$ cat config.mk
export PLATFORM = sky130hd
export DESIGN_NAME = cpu_ctrl_fsm
export DESIGN_NICKNAME = d
export VERILOG_FILES = /design/src/rtl/cpu_ctrl_pkg.sv /design/src/rtl/cpu_ctrl_fsm_mem_req_timer.sv /design/src/rtl/cpu_ctrl_fsm.sv
export SDC_FILE = /design/constraint.sdc
export NUM_CORES = 1
export LEC_CHECK = 0
export ABC_CLOCK_PERIOD_IN_PS = 2300
export CAP_MARGIN = 20
export CORE_ASPECT_RATIO = 0.8
export CORE_MARGIN = 1.5
export CORE_UTILIZATION = 48
export DETAILED_ROUTE_END_ITERATION = 10
export GPL_TIMING_DRIVEN = 0
export PLACE_DENSITY = 0.79
export SLEW_MARGIN = 20
export SYNTH_ARGS = -nofsm -noshare
export SYNTH_HDL_FRONTEND = slang
export SYNTH_SLANG_ARGS = --single-unit
$ cat constraint.sdc
create_clock -name clk -period 2.3 [get_ports clk]
set_input_delay 0.46 -clock clk [delete_from_list [all_inputs] [get_ports clk]]
set_output_delay 0.46 -clock clk [all_outputs]
set_load 0.02 [all_outputs]
$ cat src/rtl/cpu_ctrl_pkg.sv
// cpu_ctrl_pkg: state/trap encodings, opcode and ALU constants, and the ALU
// control decode shared by the control sequencer.
`default_nettype none

package cpu_ctrl_pkg;

  typedef enum logic [2:0] {
    IDLE   = 3'd0,
    FETCH  = 3'd1,
    DECODE = 3'd2,
    EXEC   = 3'd3,
    MEM    = 3'd4,
    WB     = 3'd5,
    TRAP   = 3'd6
  } state_e;

  typedef enum logic [1:0] {
    TRAP_NONE    = 2'b00,
    TRAP_ILLEGAL = 2'b01,
    TRAP_IMEM    = 2'b10,
    TRAP_DMEM    = 2'b11
  } trap_cause_e;

  localparam logic [6:0] OP_R      = 7'b0110011;
  localparam logic [6:0] OP_I_ALU  = 7'b0010011;
  localparam logic [6:0] OP_LOAD   = 7'b0000011;
  localparam logic [6:0] OP_STORE  = 7'b0100011;
  localparam logic [6:0] OP_BRANCH = 7'b1100011;

  localparam logic [6:0] F7_ALT    = 7'b0100000;

  localparam logic [3:0] ALU_ADD   = 4'b0000;
  localparam logic [3:0] ALU_SUB   = 4'b0001;
  localparam logic [3:0] ALU_AND   = 4'b0010;
  localparam logic [3:0] ALU_OR    = 4'b0011;

  function automatic logic opcode_legal(input logic [6:0] opc);
    logic legal;
    case (opc)
      OP_R, OP_I_ALU, OP_LOAD, OP_STORE, OP_BRANCH: legal = 1'b1;
      default:                                      legal = 1'b0;
    endcase
    return legal;
  endfunction

  function automatic logic [3:0] alu_decode(input logic [6:0] opc,
                                            input logic [2:0] f3,
                                            input logic [6:0] f7);
    logic [3:0] op;
    op = ALU_ADD;
    case (opc)
      OP_R: begin
        if (f3 == 3'b000 && f7 == F7_ALT) op = ALU_SUB;
        else if (f3 == 3'b111)            op = ALU_AND;
        else if (f3 == 3'b110)            op = ALU_OR;
      end
      OP_I_ALU: begin
        if (f3 == 3'b111)      op = ALU_AND;
        else if (f3 == 3'b110) op = ALU_OR;
      end
      OP_BRANCH: op = ALU_SUB;
      default:   op = ALU_ADD;
    endcase
    return op;
  endfunction

endpackage

`default_nettype wire

$ cat src/rtl/cpu_ctrl_fsm_mem_req_timer.sv
// mem_req_timer: counts consecutive request cycles without acknowledge and
// flags the last permitted cycle.
`default_nettype none

module mem_req_timer #(
  parameter int LIMIT = 16
) (
  input  logic clk,
  input  logic reset,
  input  logic clr,
  input  logic en,
  output logic expired
);

  localparam int W = (LIMIT > 1) ? $clog2(LIMIT) : 1;
  localparam logic [W-1:0] LAST = W'(LIMIT - 1);

  logic [W-1:0] count;

  // count holds the number of earlier unacknowledged cycles, so it reaches
  // LAST during request cycle LIMIT
  assign expired = (count == LAST);

  always_ff @(posedge clk or negedge reset) begin
    if (!reset) begin
      count <= '0;
    end else if (clr) begin
      count <= '0;
    end else if (en && !expired) begin
      count <= count + 1'b1;
    end
  end

endmodule

`default_nettype wire

$ cat src/rtl/cpu_ctrl_fsm.sv
// cpu_ctrl_fsm: multi-cycle FETCH/DECODE/EXEC/MEM/WB sequencer with memory
// handshakes, ALU control, retired-instruction counter and trap handling.
`default_nettype none

module cpu_ctrl_fsm
  import cpu_ctrl_pkg::*;
#(
  parameter int TIMEOUT_CYCLES = 16,
  parameter int CNT_W          = 32
) (
  input  logic             clk,
  input  logic             reset,
  output logic             imem_req,
  input  logic             imem_ack,
  input  logic [31:0]      instr_in,
  output logic             ir_we,
  output logic             dmem_req,
  output logic             dmem_we,
  input  logic             dmem_ack,
  input  logic             branch_taken,
  output logic             pc_en,
  output logic             pc_sel_branch,
  output logic [3:0]       alu_op,
  output logic             alu_src_imm,
  output logic             reg_write_en,
  output logic             wb_sel_mem,
  output logic             halted,
  output logic [1:0]       trap_cause,
  output logic [CNT_W-1:0] instret
);

  state_e      state;
  state_e      state_next;
  trap_cause_e cause;
  trap_cause_e cause_next;
  logic [6:0]  opcode;
  logic [2:0]  funct3;
  logic [6:0]  funct7;

  logic timer_expired;
  logic req_any;
  logic ack_any;
  logic ctrl_active;
  logic is_load;
  logic is_store;
  logic unused_instr_bits;

  assign unused_instr_bits = ^{instr_in[24:15], instr_in[11:7]};

  assign is_load  = (opcode == OP_LOAD);
  assign is_store = (opcode == OP_STORE);

  // Only one request is ever outstanding, so a single timer serves both memories
  assign req_any = imem_req | dmem_req;
  assign ack_any = (imem_req & imem_ack) | (dmem_req & dmem_ack);

  mem_req_timer #(
    .LIMIT (TIMEOUT_CYCLES)
  ) u_timer (
    .clk     (clk),
    .reset   (reset),
    .clr     (~req_any | ack_any),
    .en      (req_any & ~ack_any),
    .expired (timer_expired)
  );

  always_ff @(posedge clk or negedge reset) begin
    if (!reset) begin
      state   <= IDLE;
      cause   <= TRAP_NONE;
      opcode  <= '0;
      funct3  <= '0;
      funct7  <= '0;
      instret <= '0;
    end else begin
      state <= state_next;
      cause <= cause_next;
      if (ir_we) begin
        opcode <= instr_in[6:0];
        funct3 <= instr_in[14:12];
        funct7 <= instr_in[31:25];
      end
      if (pc_en) begin
        instret <= instret + 1'b1;
      end
    end
  end

  always_comb begin
    state_next    = state;
    cause_next    = cause;
    imem_req      = 1'b0;
    ir_we         = 1'b0;
    dmem_req      = 1'b0;
    dmem_we       = 1'b0;
    pc_en         = 1'b0;
    pc_sel_branch = 1'b0;
    reg_write_en  = 1'b0;
    wb_sel_mem    = 1'b0;
    case (state)
      IDLE: state_next = FETCH;
      FETCH: begin
        imem_req = 1'b1;
        if (imem_ack) begin
          ir_we      = 1'b1;
          state_next = DECODE;
        end else if (timer_expired) begin
          state_next = TRAP;
          cause_next = TRAP_IMEM;
        end
      end
      DECODE: begin
        if (opcode_legal(opcode)) begin
          state_next = EXEC;
        end else begin
          state_next = TRAP;
          cause_next = TRAP_ILLEGAL;
        end
      end
      EXEC: begin
        case (opcode)
          OP_R, OP_I_ALU:    state_next = WB;
          OP_LOAD, OP_STORE: state_next = MEM;
          OP_BRANCH: begin
            pc_en         = 1'b1;
            pc_sel_branch = branch_taken;
            state_next    = FETCH;
          end
          default: begin
            state_next = TRAP;
            cause_next = TRAP_ILLEGAL;
          end
        endcase
      end
      MEM: begin
        dmem_req = 1'b1;
        dmem_we  = is_store;
        if (dmem_ack) begin
          if (is_load) begin
            state_next = WB;
          end else begin
            pc_en      = 1'b1;
            state_next = FETCH;
          end
        end else if (timer_expired) begin
          state_next = TRAP;
          cause_next = TRAP_DMEM;
        end
      end
      WB: begin
        reg_write_en = 1'b1;
        wb_sel_mem   = is_load;
        pc_en        = 1'b1;
        state_next   = FETCH;
      end
      TRAP:    state_next = TRAP;
      default: state_next = IDLE;
    endcase
  end

  // ALU control is held only while an instruction is in flight past fetch
  assign ctrl_active = (state == DECODE) || (state == EXEC) ||
                       (state == MEM)    || (state == WB);
  assign alu_op      = ctrl_active ? alu_decode(opcode, funct3, funct7) : ALU_ADD;
  assign alu_src_imm = ctrl_active &&
                       ((opcode == OP_I_ALU) || is_load || is_store);
  assign halted      = (state == TRAP);
  assign trap_cause  = cause;

endmodule

`default_nettype wire

; ---- After elaboration in Yosys (flattened, before gate mapping)
; Cells that the tools add are included.
[word_totals]
in_bits = 37
elab_cells = 92
output_inout_bits = 48
ff_bits = 58
[op_classes]
addsub = 2
n_bitwise = 8
n_mux = 36
reduce_logical = 18
eq_ne = 21
[ops]
columns = cell, n
row1 = $add A32 B1 Y32 const B, 1
row2 = $eq A7 B6 Y1 const B, 3
row3 = $mux W2, 9
row4 = $pmux W3 S6, 1
row5 = $eq A3 B3 Y1 const B, 5
row6 = $mux W3, 5
row7 = $mux W1, 14
row8 = $mux W4, 3
row9 = $pmux W4 S3, 1
row10 = $pmux W3 S3, 1
row11 = $ne A2 B2 Y1 const B, 4
row12 = $pmux W2 S4, 1
row13 = $eq A7 B2 Y1 const B, 1
row14 = $eq A7 B5 Y1 const B, 1
row15 = $eq A7 B7 Y1 const B, 1
row16 = $reduce_and A7 Y1, 1
row17 = $eq A3 B2 Y1 const B, 2
row18 = $logic_not A3 Y1, 2
row19 = $reduce_or A2 Y1, 3
row20 = $logic_or A1 B1 Y1, 5
row21 = $reduce_or A5 Y1, 1
row22 = $add A4 B1 Y4 const B, 1
row23 = $eq A4 B4 Y1 const B, 1
row24 = $ne A2 B1 Y1 const B, 2
row25 = 9 further kinds, 16

; ---- Longest topological paths before layout
; Gate-level depths: netlist of run 1.
[logic_depth]
depth_word = 9
mapped_depth = 9
mapped_depth_nobuf = 6

; ---- Hierarchy
; A second synthesis of run 1 with hierarchy kept.
[unflattened]
cells_unflattened = 265
hier_area_um2 = 2950.3
[by_module_without_submodules]
columns = module, area_per_inst_um2, n_inst, cells_per_inst, seq_area_each_um2
row1 = cpu_ctrl_fsm, 2721.4, 1, 245, 1351.3
row2 = mem_req_timer, 229.0, 1, 20, 100.1

; ---- Worst setup path after synthesis of run 1
; Ideal clock, no wire load.
[synth_path]
path_kind = register to output
from = reg opcode[2]
to = out alu_op[0]
path_slack_ns = -0.008
path_stages_with_launch = 5
path_buffers = 0
required_time_ns = 1.840
arrival_time_ns = 1.848
path_cell_list = dfrtp_1 -> and4bb_4 -> nand2b_1 -> or4b_2 -> a22oi_1
[synth_via]
elab_chain_cells = 3
elab_cells_between_ends = 5
cone_classes = 3 x eq/ne / 2 x mux
[synth_lines]
columns = item, line_no
row1 = start: declaration, cpu_ctrl_fsm.sv:36  ; logic [6:0] opcode;
row2 = start signal: assignment, cpu_ctrl_fsm.sv:79  ; opcode <= instr_in[6:0];
row3 = "$eq A7 B7 Y1, or another cell as far along", cpu_ctrl_pkg.sv:51  ; case (opc)
row4 = $pmux W4 S3 *, cpu_ctrl_pkg.sv:51
row5 = $mux W4 *, cpu_ctrl_fsm.sv:164  ; assign alu_op = ctrl_active ? alu_decode(opcode, funct3, funct7) : ALU_ADD;
row6 = end: declaration, cpu_ctrl_fsm.sv:23  ; output logic [3:0] alu_op,
; Mark *: on every way between the ends. The rest lies on a longest branch, timed or not.

; ---- Final worst setup path of run 1
[layout_path]
from = reg opcode[3]
to = out alu_op[0]
; The elaborated chain is that of the path after synthesis.

==> impl_metrics.json, run 1 <==
{
  "fmax_mhz": 410,
  "die_h_microns": 73.7,
  "hpwl_microns": 4480,
  "grt_first_pass_wirelength_microns": 11200,
  "yosys-top-cells-area": "dfrtp_1, mux2_2, xnor2_1",
  "p_total_mw": 3.66,
  "syn_area_per_cell_sq_um": 11.3,
  "cp-end-kind": "output pin",
  "yosys.cell_count.top_type": "dfrtp_1",
  "cts-root-buf": "clkbuf_8",
  "seqPwrFrac_pct": 41.1,
  "ys_seq_area_share_pct": 48.4,
  "startpoint_type": "flip-flop",
  "vdd_drop_max_mv": 0.556,
  "num_vias": 2335,
  "antenna_found_initial": 0,
  "layout_setup_ws_ns": -0.140,
  "dieArea_sq_um": 6730,
  "yosysWarnings": 0,
  "crit_family": "simple AND/OR/NAND/NOR gates",
  "syn_area_sq_um": 3000,
  "rr_worst_depth": 9,
  "worst_slew_pin_slew_ns": 0.728,
  "outcome": "complete, but fails checks",
  "drv_cap": 0,
  "placement.io_buffers": 67,
  "combPwrFrac_pct": 36.5,
  "r2r_slack_ns": 0.18,
  "r2r_start": "opcode[1]",
  "route.detailed.drc": 0,
  "htree_levels": 3,
  "path_buf_inv": 1,
  "postRouteAntennaNets": 0,
  "slew_violations": 0,
  "slowest_delay_ns": 0.52,
  "drt_iter0_markers": 109,
  "rsz0062_at_grt": "yes",
  "dp_slack_ns": -0.685,
  "design_area_sq_um": 4050,
  "p_leak_nw": 1.66,
  "ys_types": 57,
  "final.min_clock_period_ns": 2.44,
  "synth_seq_cells": 58,
  "clock_power_share_pct": 22.4,
  "violations": "negative setup slack",
  "cp-startpoint": "opcode[3]",
  "grt_pass1_vias": 2310,
  "drt_wl_total_microns": 6490,
  "fillers": 465,
  "place_area_sq_um": 3780,
  "fin_crit_sh_pct": 106,
  "diodes": 0,
  "hold_viol_final": 0,
  "synthFlopType": "dfrtp_1",
  "relSlewSlack_pct": 51.5,
  "clock_skew_ns": 0.00657,
  "endpoint": "alu_op[0]",
  "clk_latency_ns": 0.33,
  "dr.pass1.iters": 4,
  "clock_sinks": 58,
  "syn2layout_area_growth_pct": 35.2,
  "tritoncts": "built",
  "boundaryPins": 85,
  "syn_inst": 266,
  "core-area_sq_um": 5970,
  "path_clk_slew_ns": 0.06,
  "cp_data_arrival_time_ns": 1.98,
  "globalplace.congestion": 0.845,
  "crit_required_ns": 1.84,
  "synth.top_cell.area_share_pct": 48.4,
  "synth_edf_count": 0,
  "grt-ovfl-total": 0,
  "p_switching_mw": 1.30,
  "die_x_microns": 91.4,
  "r2r-end": "instret[31]",
  "layout-drive-gt1-share_pct": 24.4,
  "switching_share_pct": 35.5,
  "start_util_pct": 50.2,
  "grt_max_degree": 59,
  "clk_path_buf_depth": 2,
  "synthTopCellsByCount": "dfrtp_1, nand2_1, xnor2_1, mux2_2, nand3_1",
  "viasPerCell": 5.34,
  "cpMaxStageDelayCell": "or4b_4",
  "synth_top_area_cell": "dfrtp_1",
  "setup_viol": 1,
  "hp-class": "input pin to asynchronous set/reset pin",
  "cts_buffers": 9,
  "routedWlPerCell_microns": 14.8,
  "path_max_fanout": 5,
  "nets": 391,
  "grt_usage_pct": 21.4,
  "rows": 25,
  "cp_cell_sequence": "and4bb_4 > nand2b_4 > or4b_4 > a22oi_2 > buf_6",
  "critPathKind": "flip-flop to output pin",
  "async_flop_share_pct": 100,
  "intPower_mw": 2.36,
  "path_depth": 5,
  "powerDensity_nw_per_um2": 902
}
-- kinds of logic (layout without fill, tap and decap cells) --
logic type,count (synthesis),count (layout),synth area share (%)
AO/OA/AOI/OAI,26,26,6.55
buffers and inverters,15,104,2.88
XOR/XNOR,32,32,9.35
adder cells (fa/ha/maj),2,2,0.834
multiplexers,18,18,6.72
other,1,2,0.125
AND/OR/NAND/NOR,114,114,25.2
flip-flops,58,58,48.4
-- how the worst min path moves through the flow --
stage                           start     endpoint  slack (ns)  depth (start not counted)
after detailed placement  instret[31]  instret[31]        0.47                          1
final                           reset  instret[21]        0.17                          1
after global placement    instret[31]  instret[31]        0.46                          1
after floorplan                 reset    funct3[0]        0.16                          0
after global routing            reset  instret[22]        0.24                          1
after CTS                       reset  instret[21]        0.20                          1
-- power groups by stage --
stage | Sequential [mW] | Combinational [mW] | Clock (mW)
6_report | 1.50 | 1.34 | 0.819
3_3_place_gp | 1.48 | 1.18 | 0
2_1_floorplan | 1.49 | 0.810 | 0
5_1_grt | 1.54 | 1.46 | 0.884
3_5_place_dp | 1.49 | 1.21 | 0
4_1_cts | 1.49 | 1.33 | 0.848
-- routing by layer --
metal,part of all wire [%],track usage [%]
met5,0,0
met4,1.1,5.90
met3,6.1,7.25
met2,46,33.6
met1,47,28.4
-- what timing repair did --
action | CTS | global route
hold buffers | 0 | 0
gates resized for setup | 47 | 17
setup buffers | 8 | 2
setup endpoints to repair | 9 | 21
hold endpoints to repair | 0 | 0
cloned | 0 | 0
pin swaps | 4 | 5
-- layout by cell type, fill, tap and decap left out, drive strengths merged, types with 5 or more instances in the layout --
cell	count
a21oi	6
and3	6
buf	21
clkbuf	18
clkdlybuf4s50	56
dfrtp	58
mux2	17
nand2	24
nand2b	6
nand3	18
nand4	8
nor2	11
nor3	13
nor4	5
nor4b	5
xnor2	19
xor2	13
-- flip-flops by register name, indices dropped and copies added (netlist names) --
register and flops:
funct7 7, u_timer.count 4, instret 32, opcode 7
funct3 3, state 3, trap_cause 2
-- metrics by stage --
step	util [%]	TNS, ns	instances	hold slack, ns
after detailed placement	63.2	-1.99	415	0.466
after floorplan	-	0	267	0.164
final	67.9	-0.140	437	0.173
after global routing	67.9	-0.369	437	0.240
after global placement	63.3	-62.18	415	0.464
after CTS	67.6	-0.259	436	0.201
-- area by class of cell --
class | count | area, sq um | share of cell area (%)
multi-input combinational | 194 | 1530 | 37.6
sequential | 58 | 1450 | 35.8
timing repair buffer | 77 | 738 | 18.2
clock buffer | 12 | 155 | 3.83
tap | 81 | 101 | 2.50
buffer | 9 | 50.0 | 1.23
inverter | 3 | 16.3 | 0.401
clock inverter | 3 | 15.0 | 0.370
(Power assumes the default switching activity.)
==> run 2: changes to the inputs <==
--- a/config.mk
+++ b/config.mk
@@ -9,10 +9,10 @@
 export CAP_MARGIN = 20
 export CORE_ASPECT_RATIO = 0.8
 export CORE_MARGIN = 1.5
-export CORE_UTILIZATION = 48
+export CORE_UTILIZATION = 23
 export DETAILED_ROUTE_END_ITERATION = 10
 export GPL_TIMING_DRIVEN = 0
-export PLACE_DENSITY = 0.79
+export PLACE_DENSITY = 0.43
 export SLEW_MARGIN = 20
 export SYNTH_ARGS = -nofsm -noshare
 export SYNTH_HDL_FRONTEND = slang
==> impl_metrics.json, run 2 (same netlist as run 1, synthesis figures left out) <==
{
  "start_util_pct": 23.5,
  "outcome": "complete, but fails checks",
  "largest_register_ffs": 32,
  "setup_viol": 2,
  "layout_commonest_cell": "clkdlybuf4s50_1",
  "fin_crit_sh_pct": 107,
  "clock_skew_ns": 0.00647,
  "num_vias": 2298,
  "diodes": 0,
  "intPower_mw": 2.82,
  "globalplace.congestion": 0.725,
  "layout-drive-gt1-share_pct": 25.7,
  "r2r_slack_ns": 0.11,
  "cpMaxStageDelayCell": "or4b_4",
  "clock_power_share_pct": 31.2,
  "routedWlPerCell_microns": 14.1,
  "rsz0062_at_grt": "yes",
  "cp_data_arrival_time_ns": 2.00,
  "seqPwrFrac_pct": 36.1,
  "p_switching_mw": 1.37,
  "largestRegisters": "instret: 32 flops, funct7: 7 flops, opcode: 7 flops",
  "cp-startpoint": "opcode[2]",
  "layout_common_cells": "clkdlybuf4s50_1, dfrtp_1, nand2_1",
  "viasPerCell": 4.31,
  "grt_usage_pct": 11.7,
  "antenna_found_initial": 0,
  "placement.io_buffers": 67,
  "grt-ovfl-total": 0,
  "dieArea_sq_um": 13700,
  "dr.pass1.iters": 4,
  "nets": 393,
  "setup-tns-final_ns": -0.186,
  "hpwl_microns": 5300,
  "route.detailed.drc": 0,
  "slew_violations": 0,
  "endpoint": "alu_op[0]",
  "top_register": "instret",
  "instances_no_fill": 533,
  "grt_max_degree": 40,
  "p_leak_nw": 1.71,
  "dp_slack_ns": -0.741,
  "die_x_microns": 131,
  "drt_wl_total_microns": 7520,
  "path_max_fanout": 5,
  "fmax_mhz": 406,
  "combPwrFrac_pct": 32.7,
  "syn2layout_area_growth_pct": 44.4,
  "die_h_microns": 105,
  "whs_ns": 0.0215,
  "drv_cap": 0,
  "final.min_clock_period_ns": 2.46,
  "crit_required_ns": 1.84,
  "cp_cell_sequence": "and4bb_4 > nand2b_4 > or4b_4 > a22oi_2 > buf_6",
  "rr_worst_depth": 8,
  "vdd_drop_max_mv": 0.447,
  "rows": 37,
  "grt_pass1_vias": 2357,
  "slowest_delay_ns": 0.51,
  "layout_setup_ws_ns": -0.162,
  "core-area_sq_um": 12800,
  "tritoncts": "built",
  "r2r_start": "opcode[0]",
  "drt_iter0_markers": 96,
  "clk_latency_ns": 0.33,
  "postRouteAntennaNets": 0,
  "boundaryPins": 85,
  "powerDensity_nw_per_um2": 966,
  "clock_sinks": 58,
  "grt_first_pass_wirelength_microns": 12300,
  "cp-end-kind": "output pin",
  "critPathKind": "flip-flop to output pin",
  "hold_viol_final": 0,
  "clk_path_buf_depth": 2,
  "r2r-end": "instret[8]",
  "violations": "negative setup slack",
  "htree_levels": 3,
  "path_clk_slew_ns": 0.05,
  "place_inst": 510,
  "cts_buffers": 9,
  "startpoint_type": "flip-flop",
  "hp-class": "input pin to asynchronous set/reset pin",
  "switching_share_pct": 32.7,
  "cts-root-buf": "clkbuf_16"
}
run 2: cell types whose count changed in the layout (fill, tap and decap cells not counted), moves of 2 or more:
| cell | before | now |
|---|---|---|
| dlygate4sd2_1 | 0 | 2 |
| dfrtp_2 | 1 | 3 |
| buf_4 | 11 | 13 |
| dfrtp_1 | 57 | 55 |
| dlymetal6s2s_1 | 2 | 0 |
| clkbuf_8 | 11 | 1 |
| clkbuf_16 | 0 | 9 |
run 2: cell type report:
cell class	instances	area, sq um
plain buffers	11	87.6
clock buffers	12	246
clock inverters	3	40.0
fillers	1329	8450
inverters	3	13.8
multi-input cells	194	1530
flip-flops and latches	58	1460
well taps	175	219
repair buffers	77	739
run 2: power by group through the flow:
stage / clock [mW] / sequential (mW) / combinational, mW
floorplan: 0 / 1.49 / 0.810
global placement: 0 / 1.51 / 1.23
detailed placement: 0 / 1.50 / 1.25
CTS: 1.34 / 1.50 / 1.32
global route: 1.38 / 1.56 / 1.48
finish: 1.31 / 1.51 / 1.37
run 2: timing repair:
item / CTS / global route
setup endpoints to repair: 9 / 8
hold buffers: 0 / 0
resized for setup: 54 / 13
buffers inserted: 4 / 5
pin swaps: 4 / 4
gates cloned: 0 / 0
run 2: through the flow:
step                      power [mW]  util (%)  instance area (sq um)
final                           4.18      33.9                   4330
after global placement          2.74      30.5                   3900
after detailed placement        2.75      30.7                   3920
after CTS                       4.16      33.5                   4280
after global routing            4.42      33.9                   4330
after floorplan                 2.30         -                   3010
run 2: worst max-delay path: cells and delay by family, from the launching register on:
family	cells	cell delay, ns
AOI/OAI and AO/OA	1	0.16
DFF	1	0.39
and+or+nand+nor	3	0.98
buffers and inverters	1	0.15
run 2: layer usage:
layer / track usage [%] / share of wire [%] / vias to the layer above
met5: 0 / 0 / -
met2: 17.6 / 44 / 53
met4: 4.63 / 1.7 / 0
met1: 15.7 / 49 / 1102
met3: 3.58 / 5.4 / 10
li1: - / - / 1133
run 2: how the worst min path moves through the flow:
stage                           start  slack (ns)  cells after the start               end
after CTS                       reset        0.03                      1         opcode[4]
after global placement    instret[31]        0.47                      1       instret[31]
after global routing            reset        0.03                      1         funct7[0]
after floorplan                 reset        0.16                      0         funct3[0]
final                           reset        0.02                      1         funct7[0]
after detailed placement        reset        0.38                      1  u_timer.count[2]
==> run 3: changes to the inputs <==
--- a/config.mk
+++ b/config.mk
@@ -12,8 +12,10 @@
 export CORE_UTILIZATION = 23
 export DETAILED_ROUTE_END_ITERATION = 10
 export GPL_TIMING_DRIVEN = 0
-export PLACE_DENSITY = 0.43
+export PLACE_DENSITY = 0.44
+export SKIP_LAST_GASP = 1
 export SLEW_MARGIN = 20
 export SYNTH_ARGS = -nofsm -noshare
 export SYNTH_HDL_FRONTEND = slang
+export SYNTH_HIERARCHICAL = 1
 export SYNTH_SLANG_ARGS = --single-unit
==> impl_metrics.json, run 3 <==
{
  "outcome": "complete, but fails checks",
  "violations": "negative setup slack",
  "nets": 401,
  "place_inst": 505,
  "finish.utilization_pct": 35.2,
  "synth_edf_count": 0,
  "syn2layout_area_growth_pct": 47.4,
  "fmax_mhz": 429,
  "vdd_drop_max_mv": 0.361,
  "hp-start": "instret[31]",
  "layout_common_cells": "dfrtp_1, clkdlybuf4s50_1, buf_4, nand2_1, xor2_1",
  "synth_seq_cells": 58,
  "syn_inst": 265,
  "dieArea_sq_um": 13500,
  "place_area_sq_um": 3860,
  "core-area_sq_um": 12300,
  "relSlewSlack_pct": 53.6,
  "whs_ns": 0.478,
  "grt_first_pass_wirelength_microns": 12400,
  "layout_setup_ws_ns": -0.0331,
  "cts_buffers": 9,
  "diodes": 0,
  "drt_iter0_markers": 81,
  "drv_cap": 0,
  "setup_viol": 1,
  "postRouteAntennaNets": 0,
  "rsz0062_at_grt": "yes",
  "boundaryPins": 85,
  "antenna_found_initial": 0,
  "multi_input_area_sq_um": 1460,
  "grt_usage_pct": 12.0,
  "dp_slack_ns": -0.528,
  "num_vias": 2370,
  "globalplace.congestion": 0.796,
  "final.min_clock_period_ns": 2.33,
  "cp-end-kind": "output pin",
  "fin_crit_sh_pct": 101,
  "layout_commonest_cell": "dfrtp_1",
  "grt_pass1_vias": 2347,
  "top_register": "instret",
  "p_total_mw": 2.46,
  "die_h_microns": 104,
  "viasPerCell": 4.41,
  "clock_skew_ns": 0.00711,
  "clk_path_buf_depth": 2,
  "yosys-top-cells-area": "dfrtp_1, mux2_2, xor2_1",
  "critPathKind": "flip-flop to output pin",
  "hpwl_microns": 5430,
  "clock_sinks": 58,
  "start_util_pct": 23.9,
  "yosys.cell_count.top_type": "dfrtp_1",
  "instances_no_fill": 538,
  "ys_types": 56,
  "setup-tns-final_ns": -0.0331,
  "placement.io_buffers": 67,
  "layout-drive-gt1-share_pct": 26.7,
  "path_clk_slew_ns": 0.05,
  "fillers": 1239,
  "route.detailed.drc": 0,
  "syn_area_per_cell_sq_um": 11.1,
  "async_flop_share_pct": 100,
  "die_x_microns": 130,
  "seqCellArea_sq_um": 1460,
  "rows": 36,
  "hp-class": "flip-flop to flip-flop",
  "htree_levels": 3,
  "hold_viol_final": 0,
  "cts-root-buf": "clkbuf_16",
  "cp-startpoint": "state[0]",
  "dr.pass1.iters": 4,
  "cp_data_arrival_time_ns": 1.87,
  "r2r_start": "opcode[2]",
  "design_area_sq_um": 4350,
  "yosysWarnings": 6,
  "largest_register_ffs": 32,
  "synthFlopType": "dfrtp_1",
  "p_leak_nw": 1.81,
  "clk_latency_ns": 0.33,
  "synth.top_cell.area_share_pct": 49.2,
  "powerDensity_nw_per_um2": 567,
  "tritoncts": "built",
  "synth_top_area_cell": "dfrtp_1",
  "slew_violations": 0,
  "crit_required_ns": 1.84,
  "largestRegisters": "instret: 32 flops, funct7: 7 flops, opcode: 7 flops",
  "path_max_fanout": 10,
  "synthTopCellsByCount": "dfrtp_1, nand2_1, xor2_1, mux2_2, nor2_1",
  "grt_max_degree": 49,
  "startpoint_type": "flip-flop",
  "grt-ovfl-total": 0,
  "routedWlPerCell_microns": 14.2,
  "drt_wl_total_microns": 7620,
  "worst_slew_pin_slew_ns": 0.688,
  "syn_area_sq_um": 2950,
  "ys_seq_area_share_pct": 49.2
}
-- run 3: path summary, 6_finish.rpt --
path,endpoint,slack (ns),cells past startpoint
max,ir_we,-0.03,8
min,instret[31],0.48,1
max reg2reg,state[2],0.21,13
min reg2reg,instret[31],0.48,1
max in group asynchronous,opcode[6],1.26,3
min in group asynchronous,instret[29],0.53,2
-- run 3: area by class of cell --
type                       count  area share [%]
buffer                        10            1.76
clock buffer                  10            5.50
clock inverter                 6            1.53
inverter                       9           0.777
multi-input combinational    188            33.5
sequential                    58            33.5
tap                          171            4.92
timing repair buffer          86            18.6
-- run 3: report_power, final --
part / switching (mW) / internal (mW) / total, mW / leakage (nW)
clock network: 0.489 / 0.866 / 1.36 / 0.141
registers: 0 / 1.02 / 1.02 / 0.713
logic: 0.0368 / 0.0506 / 0.0874 / 0.958
-- run 3: kinds of logic after synthesis --
kind of cell,after synthesis,share of synthesized area (%)
simple gates,109,23.5
xor+xnor,31,9.20
buf+inv,20,3.73
other cells,1,0.127
fa+ha+maj,2,0.848
flops,58,49.2
mux,18,6.95
compound gates,26,6.40
-- run 3: what timing repair did --
action / CTS / global route
pin swaps: 4 / 7
gates resized for setup: 42 / 16
setup endpoints to repair: 12 / 8
endpoints found under the hold margin: 10 / 0
hold buffers: 1 / 0
setup buffers: 14 / 3
-- run 3: worst max-delay path, cell delays in order, from the launching register on --
cell and delay, ns:
dfrtp_1 0.32, buf_4 0.15, inv_2 0.08, or3_4 0.40, inv_1 0.08, and2_4 0.15
buf_6 0.09, buf_6 0.13, buf_4 0.15
-- run 3: layer usage --
metal / vias up / share of wire, % / GRT usage (%)
li1: 1143 / - / -
met1: 1158 / 51 / 17.3
met2: 60 / 43 / 16.6
met3: 9 / 5.1 / 3.81
met4: 0 / 1.1 / 3.97
met5: - / 0 / 0
